==> src/rtl/uart_txrx.sv <==
// Full-duplex UART: independent TX and RX engines with valid/ready byte channels.
// Frame format (data width, parity, stop bits) fixed at elaboration; bit period set by prescale.
module uart_txrx #(
  parameter int DATA_WIDTH     = 8,
  parameter int PARITY         = 0,
  parameter int STOP_BITS      = 1,
  parameter int PRESCALE_WIDTH = 16
) (
  input  logic                      clk,
  input  logic                      rst_n,
  input  logic [PRESCALE_WIDTH-1:0] prescale,
  input  logic [DATA_WIDTH-1:0]     s_axis_tdata,
  input  logic                      s_axis_tvalid,
  output logic                      s_axis_tready,
  output logic [DATA_WIDTH-1:0]     m_axis_tdata,
  output logic                      m_axis_tvalid,
  input  logic                      m_axis_tready,
  input  logic                      rxd,
  output logic                      txd,
  output logic                      tx_busy,
  output logic                      rx_busy,
  output logic                      rx_overrun_error,
  output logic                      rx_frame_error,
  output logic                      rx_parity_error
);

  typedef enum logic [2:0] {TX_IDLE, TX_START, TX_DATA, TX_PARITY, TX_STOP} tx_state_t;
  typedef enum logic [2:0] {RX_IDLE, RX_START, RX_DATA, RX_PARITY, RX_STOP, RX_WAIT_HIGH} rx_state_t;

  logic [PRESCALE_WIDTH-1:0] w_presc;
  assign w_presc = (prescale < PRESCALE_WIDTH'(4)) ? PRESCALE_WIDTH'(4) : prescale;

  // ---------------- TX ----------------
  tx_state_t                 r_tx_state, w_tx_state;
  logic [PRESCALE_WIDTH-1:0] r_tx_p, w_tx_p, r_tx_cnt, w_tx_cnt;
  logic [3:0]                r_tx_bit, w_tx_bit;
  logic [DATA_WIDTH-1:0]     r_tx_shift, w_tx_shift;
  logic                      r_tx_par, w_tx_par, r_txd, w_txd, r_tx_ready, w_tx_ready;
  logic                      w_par_in;

  assign w_par_in = (PARITY == 1) ? ~^s_axis_tdata : ^s_axis_tdata;

  always_comb begin
    w_tx_state = r_tx_state;
    w_tx_p     = r_tx_p;
    w_tx_cnt   = r_tx_cnt;
    w_tx_bit   = r_tx_bit;
    w_tx_shift = r_tx_shift;
    w_tx_par   = r_tx_par;
    w_txd      = r_txd;
    w_tx_ready = r_tx_ready;
    case (r_tx_state)
      TX_IDLE: begin
        w_tx_ready = 1'b1;
        w_txd      = 1'b1;
        if (s_axis_tvalid && r_tx_ready) begin
          w_tx_ready = 1'b0;
          w_txd      = 1'b0;
          w_tx_state = TX_START;
          w_tx_p     = w_presc;
          w_tx_cnt   = w_presc - 1'b1;
          w_tx_shift = s_axis_tdata;
          w_tx_par   = w_par_in;
        end
      end
      default: begin
        if (r_tx_cnt != '0) begin
          w_tx_cnt = r_tx_cnt - 1'b1;
        end else begin
          // txd is registered, so each branch drives the level of the bit being entered
          w_tx_cnt = r_tx_p - 1'b1;
          case (r_tx_state)
            TX_START: begin
              w_tx_state = TX_DATA;
              w_tx_bit   = '0;
              w_txd      = r_tx_shift[0];
              w_tx_shift = r_tx_shift >> 1;
            end
            TX_DATA: begin
              if (r_tx_bit == 4'(DATA_WIDTH-1)) begin
                w_tx_bit = '0;
                if (PARITY != 0) begin
                  w_tx_state = TX_PARITY;
                  w_txd      = r_tx_par;
                end else begin
                  w_tx_state = TX_STOP;
                  w_txd      = 1'b1;
                end
              end else begin
                w_tx_bit   = r_tx_bit + 1'b1;
                w_txd      = r_tx_shift[0];
                w_tx_shift = r_tx_shift >> 1;
              end
            end
            TX_PARITY: begin
              w_tx_state = TX_STOP;
              w_txd      = 1'b1;
            end
            TX_STOP: begin
              if (r_tx_bit == 4'(STOP_BITS-1)) begin
                w_tx_state = TX_IDLE;
                w_tx_ready = 1'b1;
              end else begin
                w_tx_bit = r_tx_bit + 1'b1;
              end
            end
            default: w_tx_state = TX_IDLE;
          endcase
        end
      end
    endcase
  end

  always_ff @(posedge clk or negedge rst_n) begin
    if (!rst_n) begin
      r_tx_state <= TX_IDLE;
      r_tx_p     <= '0;
      r_tx_cnt   <= '0;
      r_tx_bit   <= '0;
      r_tx_shift <= '0;
      r_tx_par   <= 1'b0;
      r_txd      <= 1'b1;
      r_tx_ready <= 1'b0;
    end else begin
      r_tx_state <= w_tx_state;
      r_tx_p     <= w_tx_p;
      r_tx_cnt   <= w_tx_cnt;
      r_tx_bit   <= w_tx_bit;
      r_tx_shift <= w_tx_shift;
      r_tx_par   <= w_tx_par;
      r_txd      <= w_txd;
      r_tx_ready <= w_tx_ready;
    end
  end

  assign txd           = r_txd;
  assign s_axis_tready = r_tx_ready;
  assign tx_busy       = (r_tx_state != TX_IDLE);

  // ---------------- RX ----------------
  rx_state_t                 r_rx_state, w_rx_state;
  logic [1:0]                r_rx_sync;
  logic [PRESCALE_WIDTH-1:0] r_rx_p, w_rx_p, r_rx_cnt, w_rx_cnt;
  logic [3:0]                r_rx_bit, w_rx_bit;
  logic [DATA_WIDTH-1:0]     r_rx_shift, w_rx_shift, r_rx_data, w_rx_data;
  logic                      r_rx_pbit, w_rx_pbit, r_rx_valid, w_rx_valid;
  logic                      r_ovr, w_ovr, r_ferr, w_ferr, r_perr, w_perr;
  logic                      w_rxd, w_rx_par_ok;

  assign w_rxd       = r_rx_sync[1];
  assign w_rx_par_ok = (PARITY == 0) ||
                       (r_rx_pbit == ((PARITY == 1) ? ~^r_rx_shift : ^r_rx_shift));

  always_comb begin
    w_rx_state = r_rx_state;
    w_rx_p     = r_rx_p;
    w_rx_cnt   = r_rx_cnt;
    w_rx_bit   = r_rx_bit;
    w_rx_shift = r_rx_shift;
    w_rx_pbit  = r_rx_pbit;
    w_rx_data  = r_rx_data;
    w_rx_valid = r_rx_valid & ~m_axis_tready;
    w_ovr      = 1'b0;
    w_ferr     = 1'b0;
    w_perr     = 1'b0;
    case (r_rx_state)
      RX_IDLE: begin
        if (!w_rxd) begin
          w_rx_state = RX_START;
          w_rx_p     = w_presc;
          w_rx_cnt   = (w_presc >> 1) - 1'b1;
        end
      end
      RX_WAIT_HIGH: if (w_rxd) w_rx_state = RX_IDLE;
      default: begin
        if (r_rx_cnt != '0) begin
          w_rx_cnt = r_rx_cnt - 1'b1;
        end else begin
          w_rx_cnt = r_rx_p - 1'b1;
          case (r_rx_state)
            RX_START: begin
              if (w_rxd) w_rx_state = RX_IDLE;
              else begin
                w_rx_state = RX_DATA;
                w_rx_bit   = '0;
              end
            end
            RX_DATA: begin
              w_rx_shift = {w_rxd, r_rx_shift[DATA_WIDTH-1:1]};
              if (r_rx_bit == 4'(DATA_WIDTH-1))
                w_rx_state = (PARITY != 0) ? RX_PARITY : RX_STOP;
              else
                w_rx_bit = r_rx_bit + 1'b1;
            end
            RX_PARITY: begin
              w_rx_pbit  = w_rxd;
              w_rx_state = RX_STOP;
            end
            RX_STOP: begin
              if (!w_rxd) begin
                w_ferr     = 1'b1;
                w_rx_state = RX_WAIT_HIGH;
              end else begin
                w_rx_state = RX_IDLE;
                // occupancy is judged after this cycle's consumption
                if (!w_rx_par_ok) w_perr = 1'b1;
                else if (w_rx_valid) w_ovr = 1'b1;
                else begin
                  w_rx_data  = r_rx_shift;
                  w_rx_valid = 1'b1;
                end
              end
            end
            default: w_rx_state = RX_IDLE;
          endcase
        end
      end
    endcase
  end

  always_ff @(posedge clk or negedge rst_n) begin
    if (!rst_n) begin
      r_rx_sync  <= 2'b11;
      r_rx_state <= RX_IDLE;
      r_rx_p     <= '0;
      r_rx_cnt   <= '0;
      r_rx_bit   <= '0;
      r_rx_shift <= '0;
      r_rx_pbit  <= 1'b0;
      r_rx_data  <= '0;
      r_rx_valid <= 1'b0;
      r_ovr      <= 1'b0;
      r_ferr     <= 1'b0;
      r_perr     <= 1'b0;
    end else begin
      r_rx_sync  <= {r_rx_sync[0], rxd};
      r_rx_state <= w_rx_state;
      r_rx_p     <= w_rx_p;
      r_rx_cnt   <= w_rx_cnt;
      r_rx_bit   <= w_rx_bit;
      r_rx_shift <= w_rx_shift;
      r_rx_pbit  <= w_rx_pbit;
      r_rx_data  <= w_rx_data;
      r_rx_valid <= w_rx_valid;
      r_ovr      <= w_ovr;
      r_ferr     <= w_ferr;
      r_perr     <= w_perr;
    end
  end

  assign m_axis_tdata     = r_rx_data;
  assign m_axis_tvalid    = r_rx_valid;
  assign rx_busy          = (r_rx_state != RX_IDLE);
  assign rx_overrun_error = r_ovr;
  assign rx_frame_error   = r_ferr;
  assign rx_parity_error  = r_perr;

endmodule

==> config.mk <==
export PLATFORM = sky130hd
export DESIGN_NAME = uart_txrx
export DESIGN_NICKNAME = d
export VERILOG_FILES = /design/src/rtl/uart_txrx.sv
export SDC_FILE = /design/constraint.sdc
export NUM_CORES = 1
export LEC_CHECK = 0
export ABC_AREA = 1
export CORE_ASPECT_RATIO = 0.8
export CORE_MARGIN = 3
export CORE_UTILIZATION = 31
export CTS_CLUSTER_DIAMETER = 60
export DETAILED_ROUTE_END_ITERATION = 8
export PLACE_DENSITY = 0.6
export SLEW_MARGIN = 20
export SYNTH_ARGS = -nofsm -noshare
export SYNTH_HDL_FRONTEND = slang
export SYNTH_SLANG_ARGS = --single-unit
==> constraint.sdc <==
create_clock -name clk -period 2.65 [get_ports clk]
set_clock_uncertainty 0.15 [all_clocks]
set_input_delay 0.265 -clock clk [delete_from_list [all_inputs] [get_ports clk]]
set_output_delay 0.265 -clock clk [all_outputs]
set_load 0.01 [all_outputs]
; After elaboration in Yosys (flattened, before gate mapping)
; Index checks and enable logic that the tools add are counted.
[word_totals]
ff_bits = 109
latch_bits = 0
ram_bits = 0
romBits = 0
memories = 0
[op_classes]
n_addsub = 8
multipliers = 0
div_mod_pow = 0
n_lt_le_gt_ge = 1
n_eq_ne = 23
shifts = 0
muxes = 54
bitwise_logic = 9
n_reduce_logical = 27
[op_table]
columns = cell, count
row1 = 2-to-1 mux 16 bit, 6
row2 = "subtractor 16 x 1 -> 16 bit, second input constant", 5
row3 = 2-to-1 mux 8 bit, 4
row4 = one-hot mux 16 bit (2 select lines), 1
row5 = nonzero test 16 bit, 2
row6 = 2-to-1 mux 3 bit, 10
row7 = one-hot mux 3 bit (4 select lines), 2
row8 = 2-to-1 mux 1 bit, 21
row9 = "less-than comparator 16 x 3 -> 1 bit, second input constant", 1
row10 = 2-to-1 mux 4 bit, 4
row11 = one-hot mux 8 bit (2 select lines), 1
row12 = AND reduction 4 bit, 4
row13 = "subtractor 15 x 1 -> 16 bit, second input constant", 1
row14 = "equality test 3 x 2 -> 1 bit, second input constant", 4
row15 = "inequality test 2 bit, second input constant", 6
row16 = one-hot mux 4 bit (3 select lines), 1
row17 = nonzero test 3 bit, 4
row18 = AND reduction 5 bit, 2
row19 = "equality test 3 bit, second input constant", 3
row20 = "adder 4 x 1 -> 4 bit, second input constant", 2
row21 = "equality test 4 x 3 -> 1 bit, second input constant", 2
row22 = NOT 1 bit, 8
row23 = one-hot mux 4 bit (2 select lines), 1
row24 = AND reduction 2 bit, 4
row25 = 17 further kinds, 23

; Longest topological paths before layout
[depth]
word_depth = 7
mapped_depth = 17
mapped_depth_nobuf = 17

; Worst setup path before layout
; OpenSTA, ideal clock, no wires.
[synth_timing]
path_type = register -> register
start = reg r_tx_cnt[11]
end = reg r_tx_cnt[10]
setup_ns = 0.117
t_arrival_ns = 1.941
t_required_ns = 2.383
setup_slack_ns = 0.442
stages_incl_launch_ff = 18
path_buffers = 0
cell_sequence = dfrtp_1 -> nor2_1 -> nand2_2 -> nor2_8 -> nand2_4 -> nand2_1 -> nor2_1 -> nor2_2 -> ha_1 -> inv_1 -> nor2_1 -> nand2_1 -> nor2_2 -> nand2_1 -> nand2_1 -> nand2_1 -> nand2_1 -> nand2_1
[synth_between]
elab_chain_len = 3
[synth_rtl]
columns = element, line_no
row1 = from (decl), 35  ; logic [PRESCALE_WIDTH-1:0] r_tx_p, w_tx_p, r_tx_cnt, w_tx_cnt;
row2 = from (signal assigned), 127  ; r_tx_cnt <= w_tx_cnt;
row3 = nonzero test 16 bit, 67  ; if (r_tx_cnt != '0) begin
row4 = 2-to-1 mux 16 bit, 67
row5 = 2-to-1 mux 16 bit, 52  ; case (r_tx_state)
; Every way passes these cells.
; A chain may end at the register's enable or synchronous reset.

; Final worst setup path
[layout_timing]
start = in prescale[11]
end = reg r_rx_cnt[8]
[layout_between]
elab_chain_len = 5
[layout_rtl]
columns = element, line_no
row1 = from (decl), 11  ; input logic [PRESCALE_WIDTH-1:0] prescale,
row2 = less-than comparator 16 x 3 -> 1 bit, 31  ; assign w_presc = (prescale < PRESCALE_WIDTH'(4)) ? PRESCALE_WIDTH'(4) : prescale;
row3 = 2-to-1 mux 16 bit, 31
row4 = subtractor 15 x 1 -> 16 bit, 171  ; w_rx_cnt = (w_presc >> 1) - 1'b1;
row5 = 2-to-1 mux 16 bit, 168  ; if (!w_rxd) begin
row6 = one-hot mux 16 bit (2 select lines), 166  ; case (r_rx_state)
row7 = to (signal assigned), 239  ; r_rx_cnt <= w_rx_cnt;
row8 = to (decl), 143  ; logic [PRESCALE_WIDTH-1:0] r_rx_p, w_rx_p, r_rx_cnt, w_rx_cnt;
; Every way passes these cells. The select of a mux whose other input is x is not followed.

==> flow_summary.json <==
{
  "rr_worst_depth": 15,
  "pwr-share-comb": 0.342,
  "seq_power_share": 0.391,
  "clock_path_buffers": 2,
  "synth_top_area_frac": 0.434,
  "cts_tree": "yes",
  "drive_above_1_share": 0.122,
  "critPathRequiredTime_ns": 2.78,
  "synth.most_common_cell": "nand2_1",
  "syn-num-nets": 870,
  "root_buffer": "clkbuf_16",
  "p_per_area_mw_per_mm2": 735,
  "synth-seq-area-share": 0.447,
  "avgRoutedWirePerCell_um": 12.7,
  "vias": 5454,
  "io_buffers": 43,
  "grt_max_degree": 53,
  "yosys-top-cells-area": "dfrtp_1 43%, nand2_1 16%, nand3_1 6.1%",
  "status": "complete, no violations",
  "hold_viol": 0,
  "fp-row-count": 45,
  "fin_crit_ns": 2.41,
  "finalPower_mw": 5.43,
  "cp_num_cells": 16,
  "syn_inst": 836,
  "synth_async_sr_flop_share": 1.00,
  "drtIter0Drc": 513,
  "rsz0062_at_grt": "false",
  "grt_pass1_vias": 5231,
  "die_h_um": 132,
  "setup_slack_ns": 0.240,
  "antenna_found_initial": 0,
  "hold_path.class": "in2reg",
  "ys_warn_count": 0,
  "endpoint_kind": "register",
  "syn_area_mm2": 0.00611,
  "overflow": 0,
  "ant_nets": 0,
  "yosys.area.top_type": "dfrtp_1",
  "groute.usage.overall": 0.144,
  "cap_viol_max_count": 0,
  "crit_path_max_fanout": 5,
  "yosys_most_used_dff": "dfrtp_1",
  "worst_pin_slew_ns": 0.754,
  "cts_made_buffers": 9,
  "syn_area_per_cell_um2": 7.31,
  "pwr-share-clk": 0.267,
  "cp_slowest_stage_delay_ns": 0.43,
  "synth_edf_count": 0,
  "p_sw_frac": 0.391,
  "finalMaxSlewViolations": 0,
  "path_clk_slew_ns": 0.09,
  "layout.nets": 938,
  "routed_wl_um": 14800,
  "grt_first_pass_wirelength_um": 25600,
  "relSlewSlack": 0.497,
  "internal-power_mw": 3.30,
  "place.gp.congestion": 0.881,
  "dieArea_mm2": 0.0214,
  "clock_sinks": 109,
  "htreeDepth": 3,
  "io_pins": 45,
  "cts_setup_buffers": 0,
  "clock_latency_ns": 0.36,
  "n_antenna_cell": 0,
  "post-place-ws_ns": -0.230,
  "worst_setup_path_start_kind": "input port",
  "path_class": "in2reg",
  "slowest_stage": "clkdlybuf4s50_1",
  "start_util": 0.319,
  "fin_crit_sh": 0.909,
  "path_cells": "clkdlybuf4s50_1 > nor2_1 > nand2_1 > nor2_1 > nand2_2 > buf_4 > nand3_1 > nand2_1 > ha_1 > nand2_1 > nor2_1 > buf_4 > nand2_1 > xor2_1 > nand2_1 > o21ai_1",
  "dp_hpwl_um": 11200,
  "setup_violations": 0,
  "drt_pass1_iterations": 5,
  "synthTopCellsByCount": "265 x nand2_1, 106 x dfrtp_1, 84 x nor2_1",
  "drt-vias-per-instance": 4.67,
  "p_switching_mw": 2.12,
  "cpLargestDelayFamily": "simple AND/OR/NAND/NOR gates",
  "drc": 0,
  "path_buf_inv": 3,
  "min_path_cells": 1,
  "area_growth_pct": 20.9,
  "ir_worst_vdd_uv": 363,
  "cp.arrival_ns": 2.54,
  "cp_common_cell": "nand2_1",
  "ys_types": 44,
  "fp.dieW_um": 163,
  "ys_ff_latch": 109,
  "coreArea_mm2": 0.0191,
  "max_freq_ghz": 0.415,
  "p_leak_nw": 3.50
}
## what timing repair did
item	4_1_cts	5_1_grt
hold endpoints to repair	33	0
hold buffers	1	0
resized for setup	0	7
setup endpoints to repair	0	6
## flip-flops by register name, indices dropped and copies added (netlist names), 4 cells and up
register / flops
r_rx_cnt: 16
r_rx_p: 16
r_tx_cnt: 16
r_tx_p: 16
m_axis_tdata: 8
r_rx_shift: 8
r_tx_shift: 8
r_rx_bit: 4
r_tx_bit: 4
## area by class of cell
| class | instances | area, um^2 |
|---|---|---|
| fillers | 2042 | 11800 |
| multi-input cells | 616 | 2950 |
| flip-flops and latches | 109 | 2730 |
| repair buffers | 85 | 758 |
| well taps | 258 | 323 |
| inverters | 83 | 312 |
| clock buffers | 9 | 225 |
| clock inverters | 7 | 91.3 |
## power by group through the flow
stage	logic, mW	registers [mW]	clock network (mW)
3_5_place_dp	1.85	2.15	0
5_1_grt	2.18	2.16	1.55
2_1_floorplan	1.35	2.10	0
3_3_place_gp	1.84	2.15	0
4_1_cts	1.86	2.12	1.48
6_report	1.86	2.12	1.45
## cell families after synthesis
| group | synth area share |
|---|---|
| DFF | 0.447 |
| xor gates and xnor gates | 0.0115 |
| muxes | 0.00184 |
| other | 0.000614 |
| AOI/OAI and AO/OA | 0.0965 |
| adders and majority gates | 0.0102 |
| buffers and inverters | 0.0738 |
| and+or+nand+nor | 0.358 |
## cell usage in the layout (no fill, tap or decap), types with 2 or more instances in the layout
cell,count
o21ai_0,63
clkbuf_16,9
nor2_2,19
inv_1,77
a31oi_1,11
o22ai_1,2
nor3_1,6
clkdlybuf4s50_1,42
a21oi_1,11
nand2_2,7
nand3_1,74
o21bai_1,2
ha_1,5
nand3_2,8
nand2_1,262
nor2_4,4
nor2_1,81
xor2_1,7
nand3b_1,8
nand4_1,18
dfstp_2,3
o21ai_1,12
dfrtp_1,106
buf_4,41
inv_12,2
inv_8,3
inv_2,5
## metal layers
metal,up-vias,track usage,part of all wire
met5,-,0,0
met4,0,0.0272,0.0061
met3,8,0.0315,0.049
met2,115,0.205,0.41
met1,2497,0.223,0.54
li1,2834,-,-
## worst register-to-register path, stage by stage (launching register included)
cell	delay, ns
dfrtp_1	0.41
nor2_1	0.13
nand2_2	0.11
nor2_8	0.16
nand2_4	0.09
buf_4	0.19
nand3_1	0.08
nand3_1	0.14
nor2_1	0.20
nand2_1	0.13
nor2_4	0.19
nand2_1	0.08
nand2_1	0.06
nand2_1	0.05
nand2_1	0.07
nand2_1	0.06
## final timing paths
check	startpoint	endpoint	slack, ns
hold reg to reg	r_rx_sync[0]	r_rx_sync[1]	0.22
setup / recovery	prescale[11]	r_rx_cnt[8]	0.24
hold / removal	rxd	r_rx_sync[0]	0.19
min in group asynchronous	rst_n	r_rx_cnt[10]	0.27
setup reg to reg	r_tx_cnt[11]	r_tx_cnt[15]	0.25
max in group asynchronous	rst_n	r_tx_cnt[0]	1.37
## metrics by stage
stage | instances | hold slack (ns) | utilization | area, um^2 | setup TNS (ns)
global placement | 1150 | 0.121 | 0.368 | 7040 | -0.403
global route | 1167 | 0.177 | 0.386 | 7390 | 0
detailed placement | 1150 | 0.117 | 0.368 | 7040 | -1.24
CTS | 1167 | 0.173 | 0.385 | 7370 | 0
finish | 1167 | 0.191 | 0.386 | 7390 | 0
floorplan | 836 | -0.181 | - | 6110 | 0
(Power assumes the default switching activity.)
==> RTL edit 1 (config.mk and constraints unchanged) <==
`PARITY`: 0 -> 1.
--- a/src/rtl/uart_txrx.sv
+++ b/src/rtl/uart_txrx.sv
@@ -2,7 +2,7 @@
 // Frame format (data width, parity, stop bits) fixed at elaboration; bit period set by prescale.
 module uart_txrx #(
   parameter int DATA_WIDTH     = 8,
-  parameter int PARITY         = 0,
+  parameter int PARITY         = 1,
   parameter int STOP_BITS      = 1,
   parameter int PRESCALE_WIDTH = 16
 ) (
Function: no difference found for any inputs over 10 cycles, from zero or initial values and one cycle with rst_n low; that may be too few to reach the edited logic, so the function may still have changed.
==> RTL edit 1 against the original RTL <==
Register-to-register slack worse by 0.07 ns; via count increased by 8.0%; utilization grew 0.26 points; area after synthesis up 6.8%; sequential cell count is 3 higher; setup slack lost 0.055 ns; design area increased by 6.5%; routed wire length rose by 11%; non-clock buffer count grew 7; hold slack lost 0.038 ns; highest routed layer unchanged.
Power is not compared: it rests on default switching activity, and its combinational part moved more than twofold at a synthesized area within 25%.
==> RTL edit 1: results (changes against the original RTL) <==
met3 Resource Use GR=2.68% (-0.47 points); vias in the first global route=5542 (+5.9%); clk slew on worst S/H paths=0.09 ns (about the same); placed insts=1228 (+6.8%); total iterations of the first detailed-routing run=6 (+1); worst hold-check path type=in2reg; Longest Clk Path Bufs=2 (unchanged); setup ws final=0.185 ns (-0.0555 ns); post-synthesis compound-gate area fraction=9.44% (-0.21 points); GRT Util Overall=14.8% (+0.41 points); VDD IR max=about 0.47 mV; Hold Startpoint=rxd; H-tree depth=3 (unchanged); critical path's top delay family=simple AND/OR/NAND/NOR gates; Hold Slack=0.153 ns (-0.0384 ns); layout cell share with drive strength beyond 1=12.6% (+0.43 points); CTS root buf=clkbuf_16; M2 GR Usage=21.3% (+0.82 points); critical path's largest stage delay=~0.44 ns; met1 Use GR=23.3% (+0.96 points); CP Max Fanout=27 (+22); I/O Buffers=44 (+2.3%); Iteration-0 DRC Markers=551 (+7.4%); synth top area cells=dfrtp_1 42%, nand2_1 17%, inv_1 6.0%; syn_area_per_cell=7.24 µm² (-0.92%); yosys synthesis warning count=0 (unchanged); Post-synth ARST share=100% (unchanged); register area share after synthesis=43.0% (-1.7 points); Inserted Diodes=0 (unchanged); syn_nets=935 (+7.5%); Wirelength per Cell=13.1 µm (+3.6%); Synth Area in XOR/XNOR=2.69% (+1.5 points); vias=5890 (+8.0%); CTS buffer count=9 (unchanged); routed vias/inst=4.73 (+1.2%); DP HPWL=12400 µm (+11%); pin count of the biggest net entering global routing=40 (-25%); Hold Path Depth=1 (unchanged); Clock Latency Late Sink=0.36 ns (about the same); most used flip-flop cell after synthesis=dfrtp_1; dpl ws=-0.211 ns (+0.0192 ns); Synth Area in Adders=0.959% (-0.065 points); Worst Path Arrival=2.57 ns (+0.03 ns); status=complete, no violations; total leakage power=0.00382 µW; first-pass GRT wire length=27800 µm (+8.4%); Commonest cells post-synth=294 x nand2_1, 109 x dfrtp_1, 105 x inv_1, 94 x nor2_1, 71 x nand3_1; worst rel slew slack=59.2% (+9.5 points); Post-layout nets=1010 (+7.7%); mux cell area share after synthesis=0% (-0.18 points); Netlist cell types=40 (-9.1%); initial antenna violation count=0 (unchanged); placed inst area=7510 µm² (+6.6%); Critical path origin=r_tx_state[0]$_DFFE_PN0P_; Critical-path top delay cell=dfrtp_1; FF-to-FF path depth=16 (+1); GP Congestion=0.907 (+3.0%)
-- RTL edit 1: cell count changes in the layout (fill, tap and decap cells not counted), sizes merged, moves of 11 or more --
cell	unedited run	this run
o21ai	75	57
xnor2	1	13
o22ai	2	13
nand2	270	301
inv	88	112
nor2	105	117
-- RTL edit 1: where the power goes --
part / leakage [µW] / switching (µW) / internal [µW] / total (µW)
clock network: 0.000152 / 749 / 688 / 1440
registers: 0.00141 / 413 / 2340 / 2760
logic: 0.00226 / 2980 / 1620 / 4600
total: 0.00382 / 4140 / 4650 / 8790
-- RTL edit 1: what timing repair did --
action,4_1_cts,5_1_grt
gates resized for setup,0,10
buffers inserted,0,0
setup endpoints to repair,0,10
endpoints found under the hold margin,29,0
hold buffers,1,0
-- RTL edit 1: area by class of cell --
cell class	count	area [µm²]
tap	264	330
inverter	109	409
fill	2146	12400
clock inverter	7	91.3
multi-input combinational	652	3190
timing repair buffer	92	817
clock buffer	9	225
sequential	112	2810
-- RTL edit 1: metal layers --
layer / share of wire [%] / wire length, µm
met5: 0 / 0
met4: 0.46 / 75
met3: 5.3 / 869
met2: 40 / 6510
met1: 54 / 8890
-- RTL edit 1: worst paths after layout --
| kind | endpoint |
|---|---|
| hold / removal | r_rx_sync[0]$_DFF_PN1_ |
| setup / recovery | r_tx_cnt[14]$_DFFE_PN0P_ |
| min in group asynchronous | m_axis_tdata[6]$_DFFE_PN0P_ |
| setup reg to reg | r_tx_cnt[14]$_DFFE_PN0P_ |
| hold reg to reg | r_rx_sync[1]$_DFF_PN1_ |
| max in group asynchronous | r_rx_p[13]$_DFFE_PN0P_ |
==> RTL edit 2 (same settings) <==
Made on the original files. `r_rx_shift` and `r_rx_data` no longer have a reset.
--- a/src/rtl/uart_txrx.sv
+++ b/src/rtl/uart_txrx.sv
@@ -225,9 +225,7 @@
       r_rx_p     <= '0;
       r_rx_cnt   <= '0;
       r_rx_bit   <= '0;
-      r_rx_shift <= '0;
       r_rx_pbit  <= 1'b0;
-      r_rx_data  <= '0;
       r_rx_valid <= 1'b0;
       r_ovr      <= 1'b0;
       r_ferr     <= 1'b0;
@@ -238,14 +236,17 @@
       r_rx_p     <= w_rx_p;
       r_rx_cnt   <= w_rx_cnt;
       r_rx_bit   <= w_rx_bit;
-      r_rx_shift <= w_rx_shift;
       r_rx_pbit  <= w_rx_pbit;
-      r_rx_data  <= w_rx_data;
       r_rx_valid <= w_rx_valid;
       r_ovr      <= w_ovr;
       r_ferr     <= w_ferr;
       r_perr     <= w_perr;
     end
+  end
+
+  always_ff @(posedge clk) begin
+    r_rx_shift <= w_rx_shift;
+    r_rx_data  <= w_rx_data;
   end
 
   assign m_axis_tdata     = r_rx_data;
Formal check against the unedited RTL: same outputs for any inputs over 10 cycles, from zero or initial values and one cycle with rst_n low; that may be too few to reach the edited logic, so the function may still have changed.
==> RTL edit 2 against the original RTL <==
Hold slack lost 0.031 ns; sequential cell count stayed put; design area up 0.15%; area after synthesis decreased by 0.72%; routed wire length up 3.5%; setup slack worse by 0.051 ns; critical endpoint is now r_tx_cnt[10]$_DFFE_PN0P_; largest cell class unchanged.
Power is not compared: it rests on default switching activity, and its combinational part moved more than twofold at a synthesized area within 25%.
==> RTL edit 2: results (changes against the original RTL) <==
Post-synth ARST share=85.3% (-15 points); placed inst area=7030 µm² (-0.12%); Worst Path Arrival=2.55 ns (about the same); mux cell area share after synthesis=0% (-0.18 points); Synth Area in XOR/XNOR=0.867% (-0.28 points); layout cell share with drive strength beyond 1=12.7% (+0.49 points); Iteration-0 DRC Markers=308 (-40%); GRT Util Overall=15.1% (+0.74 points); DP HPWL=11400 µm (+1.9%); clk cell area share=4.21% (-0.074 points); dpl ws=-0.201 ns (+0.0286 ns); Synth Area in Adders=1.03% (+0.0074 points); syn_area_per_cell=7.59 µm² (+3.9%); status=complete, no violations; Critical-path top delay cell=dfrtp_1; power after layout=~8200 µW; synth top area cells=dfrtp_1 37%, nand2_1 15%, edfxtp_1 7.9%; Non-clock buffer share=11.1% (+0.80 points); FF-to-FF path depth=17 (+2); R2R setup slack=0.19 ns (-0.06 ns); Logic inverters=75 (-9.6%); Plain + repair buffers=93 (+9.4%); Wirelength per Cell=13.4 µm (+5.9%); clock buffers=12 (+3); reg2reg end=r_tx_cnt[10]$_DFFE_PN0P_; Post-layout nets=911 (-2.9%); GP Congestion=0.865 (-1.9%); Hold Slack=0.160 ns (-0.0311 ns); multi-input logic area=2850 µm² (-3.3%); vias in the first global route=5071 (-3.1%)
-- RTL edit 2: cell types whose count changed in the layout (fill, tap and decap cells not counted), moves of 10 or more --
cell	unedited run	this run
nand2_1	262	243
dfrtp_1	106	90
edfxtp_1	0	16
nor2_1	81	94
nand3_1	74	64
o21ai_1	12	2
-- RTL edit 2: worst reg2reg max path: stages (launching register included) --
cell     delay, ns
dfrtp_1       0.42
nor2_1        0.15
nand2_2       0.10
nor2_8        0.14
nand2_4       0.13
nand3_1       0.10
nand2_1       0.09
nor2_4        0.12
ha_1          0.18
inv_1         0.05
nor2_2        0.15
nand2_2       0.11
nor2_2        0.17
nand2_1       0.07
nand2_1       0.06
nand2_1       0.05
nand2_1       0.05
nand2_1       0.06
-- RTL edit 2: per-layer routing --
metal | track usage [%] | wire [µm] | vias up
li1 | - | - | 2755
met1 | 22.7 | 8220 | 2522
met2 | 22.5 | 6340 | 81
met3 | 3.02 | 593 | 13
met4 | 3.26 | 155 | 0
met5 | 0 | 0 | -
